===== config.mk =====
export PLATFORM = sky130hd
export DESIGN_NAME = hazard_pipectrl
export DESIGN_NICKNAME = d
export VERILOG_FILES = /design/src/rtl/hazard_pipectrl.sv
export SDC_FILE = /design/constraint.sdc
export NUM_CORES = 1
export LEC_CHECK = 0
export ABC_AREA = 0
export ABC_CLOCK_PERIOD_IN_PS = 2800
export CAP_MARGIN = 20
export CORE_MARGIN = 2
export CORE_UTILIZATION = 50
export DETAILED_ROUTE_END_ITERATION = 10
export DONT_BUFFER_PORTS = 1
export PLACE_DENSITY = 0.7
export SKIP_LAST_GASP = 1
export SYNTH_ARGS = -nofsm -noshare
export SYNTH_HDL_FRONTEND = slang
export SYNTH_SLANG_ARGS = --single-unit

===== constraint.sdc =====
create_clock -name clk_i -period 2.8 [get_ports clk_i]
set_input_delay 0.28 -clock clk_i [delete_from_list [all_inputs] [get_ports clk_i]]
set_output_delay 0.28 -clock clk_i [all_outputs]
set_load 0.1 [all_outputs]

===== src/rtl/hazard_pipectrl.sv =====
// hazard_pipectrl
//
// Pipeline stall/flush controller for the five-stage RV32 core. It drives
// per-stage hold and bubble controls for the PC, IF, ID, EXE and MEM stage
// registers. It handles:
//   - variable-latency data memory (MEM_WAIT freezes the whole pipe),
//   - multi-cycle EXE operations (MC_BUSY freezes PC..EXE and bubbles MEM),
//   - taken jumps/branches, with a pending-jump register so a redirect
//     raised while the pipe is frozen is replayed once it runs again,
//   - load-use hazards and instruction-fetch wait.
//
// Parameters:
//   XLEN    width of the jump target path
//   LAT_W   width of the multi-cycle latency field
//   PERF_W  width of each performance counter
//
// Ports:
//   clk_i             core clock
//   rst_i             synchronous, active-high reset
//   loaduse_hazard_i  ID consumer depends on the EXE load
//   je_i, jump_addr_i taken jump/branch resolved in EXE and its target
//   imem_ready_i      fetch data valid this cycle
//   dmem_req_i        MEM stage has a load/store in flight
//   dmem_ready_i      data memory completes this cycle
//   mc_start_i        EXE issues a multi-cycle operation
//   mc_lat_i          extra busy cycles for that operation
//   je_o, jump_addr_o PC redirect and its target (target is 0 when je_o=0)
//   stall_o[4:0]      per-stage hold: bit0 PC, 1 IF, 2 ID, 3 EXE, 4 MEM
//   flush_o[4:0]      per-stage bubble load, same bit order
//   perf_stall_cnt_o  cycles with stall_o[0]=1 (saturating)
//   perf_flush_cnt_o  count of je_o pulses (saturating)
//
// Build option:
//   HAZARD_PERFCNT_EN  when defined, the two performance counters are
//                      implemented; otherwise the ports read constant 0.
//
// State table:
//   ST_RUN      | pipeline running; jumps, load-use and fetch wait handled
//   ST_MEM_WAIT | data memory outstanding; whole pipe held
//   ST_MC_BUSY  | multi-cycle EXE op counting down; PC..EXE held, MEM bubbled

module hazard_pipectrl #(
  parameter int XLEN   = 32,
  parameter int LAT_W  = 4,
  parameter int PERF_W = 16
) (
  input  logic              clk_i,
  input  logic              rst_i,
  input  logic              loaduse_hazard_i,
  input  logic              je_i,
  input  logic [XLEN-1:0]   jump_addr_i,
  input  logic              imem_ready_i,
  input  logic              dmem_req_i,
  input  logic              dmem_ready_i,
  input  logic              mc_start_i,
  input  logic [LAT_W-1:0]  mc_lat_i,
  output logic              je_o,
  output logic [XLEN-1:0]   jump_addr_o,
  output logic [4:0]        stall_o,
  output logic [4:0]        flush_o,
  output logic [PERF_W-1:0] perf_stall_cnt_o,
  output logic [PERF_W-1:0] perf_flush_cnt_o
);

  typedef enum logic [1:0] {
    ST_RUN      = 2'd0,
    ST_MEM_WAIT = 2'd1,
    ST_MC_BUSY  = 2'd2
  } state_t;

  localparam logic [LAT_W-1:0] CNT_ONE = {{(LAT_W-1){1'b0}}, 1'b1};

  state_t            state_q, state_d, eff_state;
  logic [LAT_W-1:0]  cnt_q, cnt_d;
  logic              pend_q, pend_d;
  logic [XLEN-1:0]   pend_addr_q, pend_addr_d;
  logic              mem_wait;
  logic              frozen;

  assign mem_wait = dmem_req_i & ~dmem_ready_i;

  // In the cycle data memory completes, the controller already behaves as
  // the state it is returning to (RUN, or MC_BUSY if an op was interrupted),
  // so the release has zero-cycle latency from dmem_ready_i.
  always_comb begin
    eff_state = state_q;
    if (state_q == ST_MEM_WAIT && !mem_wait) begin
      eff_state = (cnt_q != '0) ? ST_MC_BUSY : ST_RUN;
    end
  end

  always_comb begin
    state_d     = state_q;
    cnt_d       = cnt_q;
    pend_d      = pend_q;
    pend_addr_d = pend_addr_q;
    stall_o     = 5'b00000;
    flush_o     = 5'b00000;
    je_o        = 1'b0;
    jump_addr_o = '0;
    frozen      = 1'b0;

    if (mem_wait) begin
      // Counter deliberately held so an interrupted MC op resumes intact.
      state_d = ST_MEM_WAIT;
      stall_o = 5'b11111;
      frozen  = 1'b1;
    end else if (eff_state == ST_MC_BUSY) begin
      stall_o = 5'b01111;
      flush_o = 5'b10000;
      frozen  = 1'b1;
      if (cnt_q <= CNT_ONE) begin
        state_d = ST_RUN;
        cnt_d   = '0;
      end else begin
        state_d = ST_MC_BUSY;
        cnt_d   = cnt_q - CNT_ONE;
      end
    end else begin
      state_d = ST_RUN;
      if (mc_start_i && mc_lat_i != '0) begin
        // Entry cycle counts as the first frozen cycle.
        state_d = ST_MC_BUSY;
        cnt_d   = mc_lat_i;
        stall_o = 5'b01111;
        flush_o = 5'b10000;
        frozen  = 1'b1;
      end else if (pend_q) begin
        // The held EXE instruction still shows je_i; it is the same jump,
        // so only the stored target is issued.
        je_o        = 1'b1;
        jump_addr_o = pend_addr_q;
        flush_o     = 5'b00110;
        pend_d      = 1'b0;
      end else if (je_i) begin
        je_o        = 1'b1;
        jump_addr_o = jump_addr_i;
        flush_o     = 5'b00110;
      end else if (loaduse_hazard_i) begin
        stall_o = 5'b00111;
        flush_o = 5'b01000;
      end else if (!imem_ready_i) begin
        stall_o = 5'b00001;
        flush_o = 5'b00010;
      end
    end

    // A redirect raised while the pipe is frozen is remembered; the first
    // one wins until it has been issued.
    if (frozen && je_i && !pend_q) begin
      pend_d      = 1'b1;
      pend_addr_d = jump_addr_i;
    end

    if (rst_i) begin
      stall_o     = 5'b00000;
      flush_o     = 5'b11110;
      je_o        = 1'b0;
      jump_addr_o = '0;
    end
  end

  always_ff @(posedge clk_i) begin
    if (rst_i) begin
      state_q     <= ST_RUN;
      cnt_q       <= '0;
      pend_q      <= 1'b0;
      pend_addr_q <= '0;
    end else begin
      state_q     <= state_d;
      cnt_q       <= cnt_d;
      pend_q      <= pend_d;
      pend_addr_q <= pend_addr_d;
    end
  end

`ifdef HAZARD_PERFCNT_EN
  logic [PERF_W-1:0] perf_stall_q, perf_flush_q;

  always_ff @(posedge clk_i) begin
    if (rst_i) begin
      perf_stall_q <= '0;
      perf_flush_q <= '0;
    end else begin
      if (stall_o[0] && perf_stall_q != '1) begin
        perf_stall_q <= perf_stall_q + {{(PERF_W-1){1'b0}}, 1'b1};
      end
      if (je_o && perf_flush_q != '1) begin
        perf_flush_q <= perf_flush_q + {{(PERF_W-1){1'b0}}, 1'b1};
      end
    end
  end

  assign perf_stall_cnt_o = perf_stall_q;
  assign perf_flush_cnt_o = perf_flush_q;
`else
  assign perf_stall_cnt_o = '0;
  assign perf_flush_cnt_o = '0;
`endif

endmodule


* Word level (Yosys, flattened, before mapping) *
Index checks and enable logic that the tools add are counted.

storage, ports and cells
  register bits = 39
  latch bits = 0
  RAM bits = 0
  bits in read-only memories = 0
  word-level logic and storage cells = 71
  memories kept = 0

cells by class
  add/subtract/negate cells = 1
  $mul = 0
  divide/modulo/power cells = 0
  $lt $le $gt $ge = 1
  eq/ne operators = 5
  shift operators = 0
  muxes and demuxes = 44
  bitwise logic cells = 3
  reduce and logical (&&, ||, !) cells = 12

operators by type and width
  operator                                                                 count
  32-bit 2-to-1 mux                                                        6
  4-bit 2-to-1 mux                                                         8
  5-bit 2-to-1 mux                                                         6
  1-bit 2-to-1 mux                                                         15
  2-bit 2-to-1 mux                                                         6
  3-bit 2-to-1 mux                                                         3
  4-bit nonzero test                                                       2
  2-bit by 1-bit inequality test with 1-bit output, second input constant  3
  4-bit by 1-bit <= comparator with 1-bit output, second input constant    1
  1-bit logical AND                                                        4
  4-bit by 1-bit subtractor with 4-bit output, second input constant       1
  3-bit AND reduction                                                      1
  2-bit by 1-bit == test with 1-bit output, second input constant          1
  2-bit == test, second input constant                                     1
  1-bit logical NOT                                                        2
  1-bit NOT                                                                2
  2-bit AND reduction                                                      1
  2-bit nonzero test                                                       1
  2-bit OR reduction                                                       1
  1-bit AND                                                                1

* Longest topological paths before layout *
Gate-level depths: netlist of the first run.

  word-level depth = 12
  gate-level depth with buffers = 8
  mapped depth without buffers = 6

* Worst setup path after synthesis of the first run *
No wires, ideal clock.

  path type = reg-to-output
  from = register cnt_q[0]
  to = output flush_o[2]
  arrival = 3.341 ns
  required time = 2.520 ns
  setup slack = -0.821 ns
  cell stages (with the launch flop) = 6
  cells stage by stage = dfxtp_1 > inv_1 > ha_1 > nor3b_2 > o211ai_1 > o31ai_1

on the way
  cells in the longest elaborated chain, start to end = 7

ends and longest elaborated chain
  item                    RTL line  RTL
  from (decl)             74        logic [LAT_W-1:0] cnt_q, cnt_d;
  from (signal assigned)  171       cnt_q <= cnt_d;
  4-bit nonzero test      88        eff_state = (cnt_q != '0) ? ST_MC_BUSY : ST_RUN;
  2-bit 2-to-1 mux        88
  2-bit 2-to-1 mux        87        if (state_q == ST_MEM_WAIT && !mem_wait) begin
  2-bit == test           108       end else if (eff_state == ST_MC_BUSY) begin
  5-bit 2-to-1 mux        108
  5-bit 2-to-1 mux        103       if (mem_wait) begin
  5-bit 2-to-1 mux        155       if (rst_i) begin
  to (decl)               60        output logic [4:0] flush_o,

Every way passes these cells.

* Worst setup path in the final report of the first run *
  from = register cnt_q[0]
  to = output jump_addr_o[14]

on the way
  cells in the longest elaborated chain, start to end = 7

ends and longest elaborated chain
  item                RTL line  RTL
  4-bit nonzero test  88
  2-bit 2-to-1 mux    88
  2-bit 2-to-1 mux    87
  2-bit == test       108
  32-bit 2-to-1 mux   108
  32-bit 2-to-1 mux   103
  32-bit 2-to-1 mux   155
  to (decl)           58        output logic [XLEN-1:0] jump_addr_o,

Every way passes these cells.

==> impl_metrics.json, run 1 <==
{
  "htree_levels": 2,
  "antenna_found_initial": 0,
  "num-fill-cells": 437,
  "die_h_um": 77.4,
  "worst_slew_pin_slew_ns": 0.709,
  "drc": 0,
  "syn_area_per_cell_um2": 6.98,
  "arrival_ns": 2.25,
  "ant_nets": 0,
  "drt_iter0_drc": 124,
  "clkLatencyLatePin_ns": 0.29,
  "numCtsBuffers": 5,
  "post_drt_wl_per_cell_um": 13.1,
  "final_util_pct": 66.1,
  "synth_cell_types": 36,
  "clk_pin_slew_ns": 0.07,
  "num_io_pins": 119,
  "synthArstFlopShare_pct": 0,
  "gp_congestion": 0.866,
  "grt_overflow": 0,
  "required_ns": 2.52,
  "status": "finished clean",
  "layoutNonFillerInstCount": 482,
  "ys.flop_type": "dfxtp_1",
  "vias": 2498,
  "max_freq_mhz": 395,
  "dp_hpwl_um": 4420,
  "power_report.internal_total_uw": 954,
  "io_buffers": 0,
  "synth_edf_count": 0,
  "syn2layout_area_growth_pct": 26.1,
  "antennaDiodeCount": 0,
  "power_frac_seq_pct": 35.8,
  "power_leakage_uw": 0.00141,
  "synth_seq_area_share_pct": 29.0,
  "cp-start-kind": "flip-flop",
  "p_comb_share_pct": 43.1,
  "placed_area_mm2": 0.00332,
  "rsz0062_at_grt": "no",
  "syn_area_mm2": 0.00270,
  "finalSetupViolCount": 0,
  "min_period_over_period_pct": 90.5,
  "cts_sinks": 39,
  "min_path_type": "in2reg",
  "cts_setup_buffers": 0,
  "p_clk_share_pct": 21.0,
  "dp_cells": 474,
  "stdcell_area_mm2": 0.00340,
  "slew_viol_final": 0,
  "cts_hold_buf": 0,
  "die_width_um": 77.4,
  "ir_drop_v": 0.000275,
  "die_area_mm2": 0.00599,
  "grt_pass1_vias": 2423,
  "min_period_ns": 2.53,
  "grt_pass1_wl_um": 10600,
  "critPathKind": "reg2out",
  "powerDensity_mw_per_mm2": 515,
  "viasPerCell": 5.18,
  "relSlewSlack_pct": 52.7,
  "tritoncts": "yes",
  "core_mm2": 0.00514,
  "cts-root-buf": "clkbuf_8",
  "num-nets-final": 458,
  "end_kind": "output port",
  "hold_viol_final": 0,
  "cts_resized": 0,
  "rows": 26,
  "clk_path_buf_depth": 2,
  "max_cap_viol_count": 0,
  "initial_core_util_pct": 52.4,
  "grt_max_degree": 71,
  "drive_gt1_share_pct": 24.3,
  "syn_inst": 386,
  "switching_share_pct": 45.5,
  "grt_usage_pct": 21.4,
  "drt-total-wl_um": 6310,
  "power.switching_uw": 795,
  "cp_max_fo": 18,
  "first_pass_iters": 4,
  "clock_skew_ns": 0.00553,
  "yosysWarnings": 0,
  "synth-seq-cells": 39
}
## Yosys cell counts (2+ instances only)
master	count	area share (%)
a211oi_1	2	0.56
a21oi_1	36	6.7
buf_1	2	0.28
buf_12	3	2.2
buf_2	3	0.56
buf_4	34	9.5
clkbuf_1	18	2.5
dfxtp_1	39	29
ha_1	3	1.4
inv_1	4	0.56
mux2i_1	32	12
nand2_1	105	15
nand2b_1	3	0.70
nor2_1	72	10
nor3_1	3	0.56
nor3b_2	2	0.93
o21ai_0	3	0.56
o31ai_1	3	0.84
or3_1	2	0.46
## worst max-delay path, stage by stage, from the launching register on
cell      delay, ns
dfxtp_1        0.35
inv_1          0.10
ha_1           0.14
nor3b_2        0.32
o2111a_4       0.33
nand2_2        0.07
buf_4          0.23
nor2_2         0.14
buf_4          0.29
## cells in the final DEF (no fill, tap or decap), drive strengths merged, types with 3 or more instances in the layout
cell / n
nand2: 105
mux2i: 32
o21ai: 3
dfxtp: 39
clkbuf: 7
inv: 5
conb: 33
o31ai: 3
ha: 3
nor3: 3
nor2: 72
a21oi: 36
nand2b: 3
buf: 47
## worst paths after layout
check,to,slack [ns],start,cells after the start
max,jump_addr_o[14],0.27,cnt_q[0],8
min,cnt_q[3],0.05,rst_i,1
max reg2reg,pend_addr_q[2],0.67,cnt_q[0],7
min reg2reg,pend_addr_q[6],0.46,pend_addr_q[6],2
## kinds of logic (layout without fill, tap and decap cells)
| kind of cell | Yosys count | after routing | synth area share [%] |
|---|---|---|---|
| xor+xnor | 1 | 1 | 0.325 |
| other cells | 1 | 33 | 0.139 |
| compound gates | 53 | 53 | 12.9 |
| simple gates | 191 | 191 | 28.2 |
| flops | 39 | 39 | 29.0 |
| fa+ha+maj | 3 | 3 | 1.39 |
| buf+inv | 66 | 60 | 16.2 |
| mux | 32 | 32 | 11.9 |
## per-stage QoR
step           hold WS, ns  total power [µW]  TNS, ns  setup slack, ns
2_1_floorplan        0.422              1320    -1.64           -0.821
3_3_place_gp         0.352              1380        0            0.651
3_5_place_dp         0.352              1390        0            0.564
4_1_cts             0.0395              1760        0            0.243
5_1_grt             0.0339              1830        0           0.0982
6_report            0.0535              1750        0            0.266
## final cells by class
class | count | area, µm² | area share, %
tap | 70 | 87.6 | 2.58
inverter | 5 | 18.8 | 0.552
sequential | 39 | 782 | 23.0
clock buffer | 7 | 76.3 | 2.25
multi-input combinational | 313 | 1740 | 51.1
clock inverter | 1 | 5.00 | 0.147
timing repair buffer | 47 | 691 | 20.3
## registers in the layout (all words and copies together), names as in the netlist
register,count
cnt_q,4
state_q,2
pend_q,1
pend_addr_q,32
## metal layers
layer / part of all wire [%] / track usage, % / routed length [µm]
met5: 0 / 0 / 0
met3: 7.2 / 6.40 / 453
met1: 43 / 25.1 / 2740
met2: 48 / 37.3 / 3040
met4: 1.2 / 6.79 / 77
## power groups by stage
stage               clock network, µW  logic, µW  registers [µW]
global route                      403        797             632
floorplan                           0        685             632
CTS                               380        756             626
finish                            368        754             627
global placement                    0        744             636
detailed placement                  0        754             638
(Power assumes the default switching activity.)
==> inputs of run 2 (changes only) <==
--- a/config.mk
+++ b/config.mk
@@ -10,8 +10,10 @@
 export CAP_MARGIN = 20
 export CORE_MARGIN = 2
 export CORE_UTILIZATION = 50
+export CTS_CLUSTER_SIZE = 24
 export DETAILED_ROUTE_END_ITERATION = 10
 export DONT_BUFFER_PORTS = 1
+export MAX_ROUTING_LAYER = met4
 export PLACE_DENSITY = 0.7
 export SKIP_LAST_GASP = 1
 export SYNTH_ARGS = -nofsm -noshare
==> run 2 against run 1 <==
Clock power is essentially flat. Cell count is the same. First-iteration DRC count is 4.0% lower. Utilization is the same. Cell area unchanged. Count of clock-buffer cells in the layout did not move. Sequential share of layout area unchanged. Non-clock buffer count unchanged. Combinational power is essentially flat. Global-route usage increased by 0.60 points.
==> impl_metrics.json, run 2 (synthesis gave the netlist of run 1 again) <==
{
  "dpl_worst_slack_ns": 0.564,
  "cp-start-kind": "flip-flop",
  "setup_slack_ns": 0.261,
  "layoutNonFillerInstCount": 482,
  "rr_worst_depth": 7,
  "grt_max_degree": 71,
  "r2r_end": "pend_addr_q[15]",
  "die_h_um": 77.4,
  "syn2layout_area_growth_pct": 26.1,
  "io_buffers": 0,
  "max_freq_mhz": 394,
  "max_cap_viol_count": 0,
  "min_period_over_period_pct": 90.7,
  "layout_common_cells": "nand2_1 (104), dfxtp_1 (38), nor2_1 (37), nor2_2 (35), a21oi_1 (34)",
  "worst_slew_pin_slew_ns": 0.704,
  "gp_congestion": 0.880,
  "power_leakage_uw": 0.00141,
  "critPathSlowestCell": "dfxtp_1",
  "drc": 0,
  "layout_commonest_cell": "nand2_1",
  "status": "finished clean",
  "num_io_pins": 119,
  "critPathLaunch": "cnt_q[0]",
  "use_met3_pct": 6.28,
  "num-fill-cells": 437,
  "crit_end": "jump_addr_o[14]",
  "initial_core_util_pct": 52.4,
  "ant_nets": 0,
  "first_pass_iters": 4,
  "crit_buf_inv": 3,
  "die_area_mm2": 0.00599,
  "largest-register": "pend_addr_q",
  "drt-total-wl_um": 6290,
  "met2_usage_pct": 37.3,
  "cts_sinks": 39,
  "relSlewSlack_pct": 53.1,
  "cts_resized": 0,
  "vias": 2493,
  "viasPerCell": 5.17,
  "crit_top_cell": "buf_4",
  "htree_levels": 2,
  "grtUsageMet1_pct": 25.1,
  "drive_gt1_share_pct": 24.3,
  "arrival_ns": 2.26,
  "tritoncts": "yes",
  "numCtsBuffers": 5,
  "hold_viol_final": 0,
  "slew_viol_final": 0,
  "cts_setup_buffers": 0,
  "critical_path_depth": 8,
  "core_mm2": 0.00514,
  "clock_skew_ns": 0.00479,
  "ir_drop_v": 0.000275,
  "clkLatencyLatePin_ns": 0.29,
  "min_period_ns": 2.54,
  "critical-path-top-delay-family": "buffers and inverters",
  "required_ns": 2.52,
  "grt_pass1_wl_um": 10500,
  "end_kind": "output port",
  "min_path_type": "in2reg",
  "cts_hold_buf": 0,
  "cp_cell_sequence": "inv_1 > ha_1 > nor3b_2 > o2111a_4 > nand2_2 > buf_4 > nor2_2 > buf_4",
  "drt_iter0_drc": 119,
  "num-nets-final": 458,
  "grt_overflow": 0,
  "cp_max_fo": 18,
  "dp_cells": 474,
  "antenna_found_initial": 0,
  "largest_register_ffs": 32,
  "r2r_slack_ns": 0.67,
  "rows": 26,
  "cts-root-buf": "clkbuf_8",
  "post_drt_wl_per_cell_um": 13.1,
  "powerDensity_mw_per_mm2": 514,
  "grt_pass1_vias": 2423,
  "finalSetupViolCount": 0,
  "die_width_um": 77.4,
  "grt.busiest_layer": "met2",
  "dp_hpwl_um": 4420,
  "grt_usage_pct": 22.0,
  "slowest_delay_ns": 0.35,
  "r2r_start": "cnt_q[0]",
  "clk_path_buf_depth": 2,
  "rsz0062_at_grt": "no",
  "antennaDiodeCount": 0,
  "clk_pin_slew_ns": 0.07,
  "reg.largest.list": "pend_addr_q x32, cnt_q x4, state_q x2",
  "critPathKind": "reg2out"
}
## run 2: cell counts in the layout (fill, tap and decap cells not counted)
Identical to the previous run, type by type.
## run 2: metal layers
metal	wire length (µm)	up-vias	part of all wire (%)
met5	0	-	0
met4	75	0	1.2
met3	450	9	7.2
met2	3070	93	49
met1	2700	1153	43
li1	-	1238	-
## run 2: worst min path at each step
stage                         startpoint        endpoint  slack (ns)  cells past startpoint
after detailed placement           rst_i        cnt_q[3]        0.35                      1
final                              rst_i        cnt_q[3]        0.05                      1
after global routing               rst_i        cnt_q[3]        0.03                      1
after CTS                          rst_i        cnt_q[3]        0.04                      1
after global placement             rst_i        cnt_q[3]        0.35                      1
after floorplan           jump_addr_i[0]  pend_addr_q[0]        0.42                      2
## run 2: report_power, final
| group | leakage [µW] | total, µW | internal, µW | switching (µW) |
|---|---|---|---|---|
| sequential | 0.000320 | 627 | 599 | 27.6 |
| clock | 0.0000422 | 367 | 175 | 192 |
| combinational | 0.00104 | 754 | 180 | 574 |
| total | 0.00141 | 1750 | 954 | 794 |
## run 2: cell type report
class	count	area, µm²	share of cell area [%]
clock buffers	7	76.3	2.25
clock inverters	1	5.00	0.147
inverters	5	18.8	0.552
multi-input cells	313	1740	51.1
flip-flops and latches	39	782	23.0
well taps	70	87.6	2.58
repair buffers	47	691	20.3
## run 2: metrics by stage
stage / hold WS [ns] / cell area (µm²) / power (µW) / TNS [ns] / util, %
5_1_grt: 0.0339 / 3400 / 1830 / 0 / 66.1
2_1_floorplan: 0.422 / 2900 / 1320 / -1.64 / -
3_5_place_dp: 0.352 / 3320 / 1390 / 0 / 64.5
4_1_cts: 0.0395 / 3400 / 1760 / 0 / 66.1
3_3_place_gp: 0.352 / 3320 / 1380 / 0 / 64.5
6_report: 0.0533 / 3400 / 1750 / 0 / 66.1
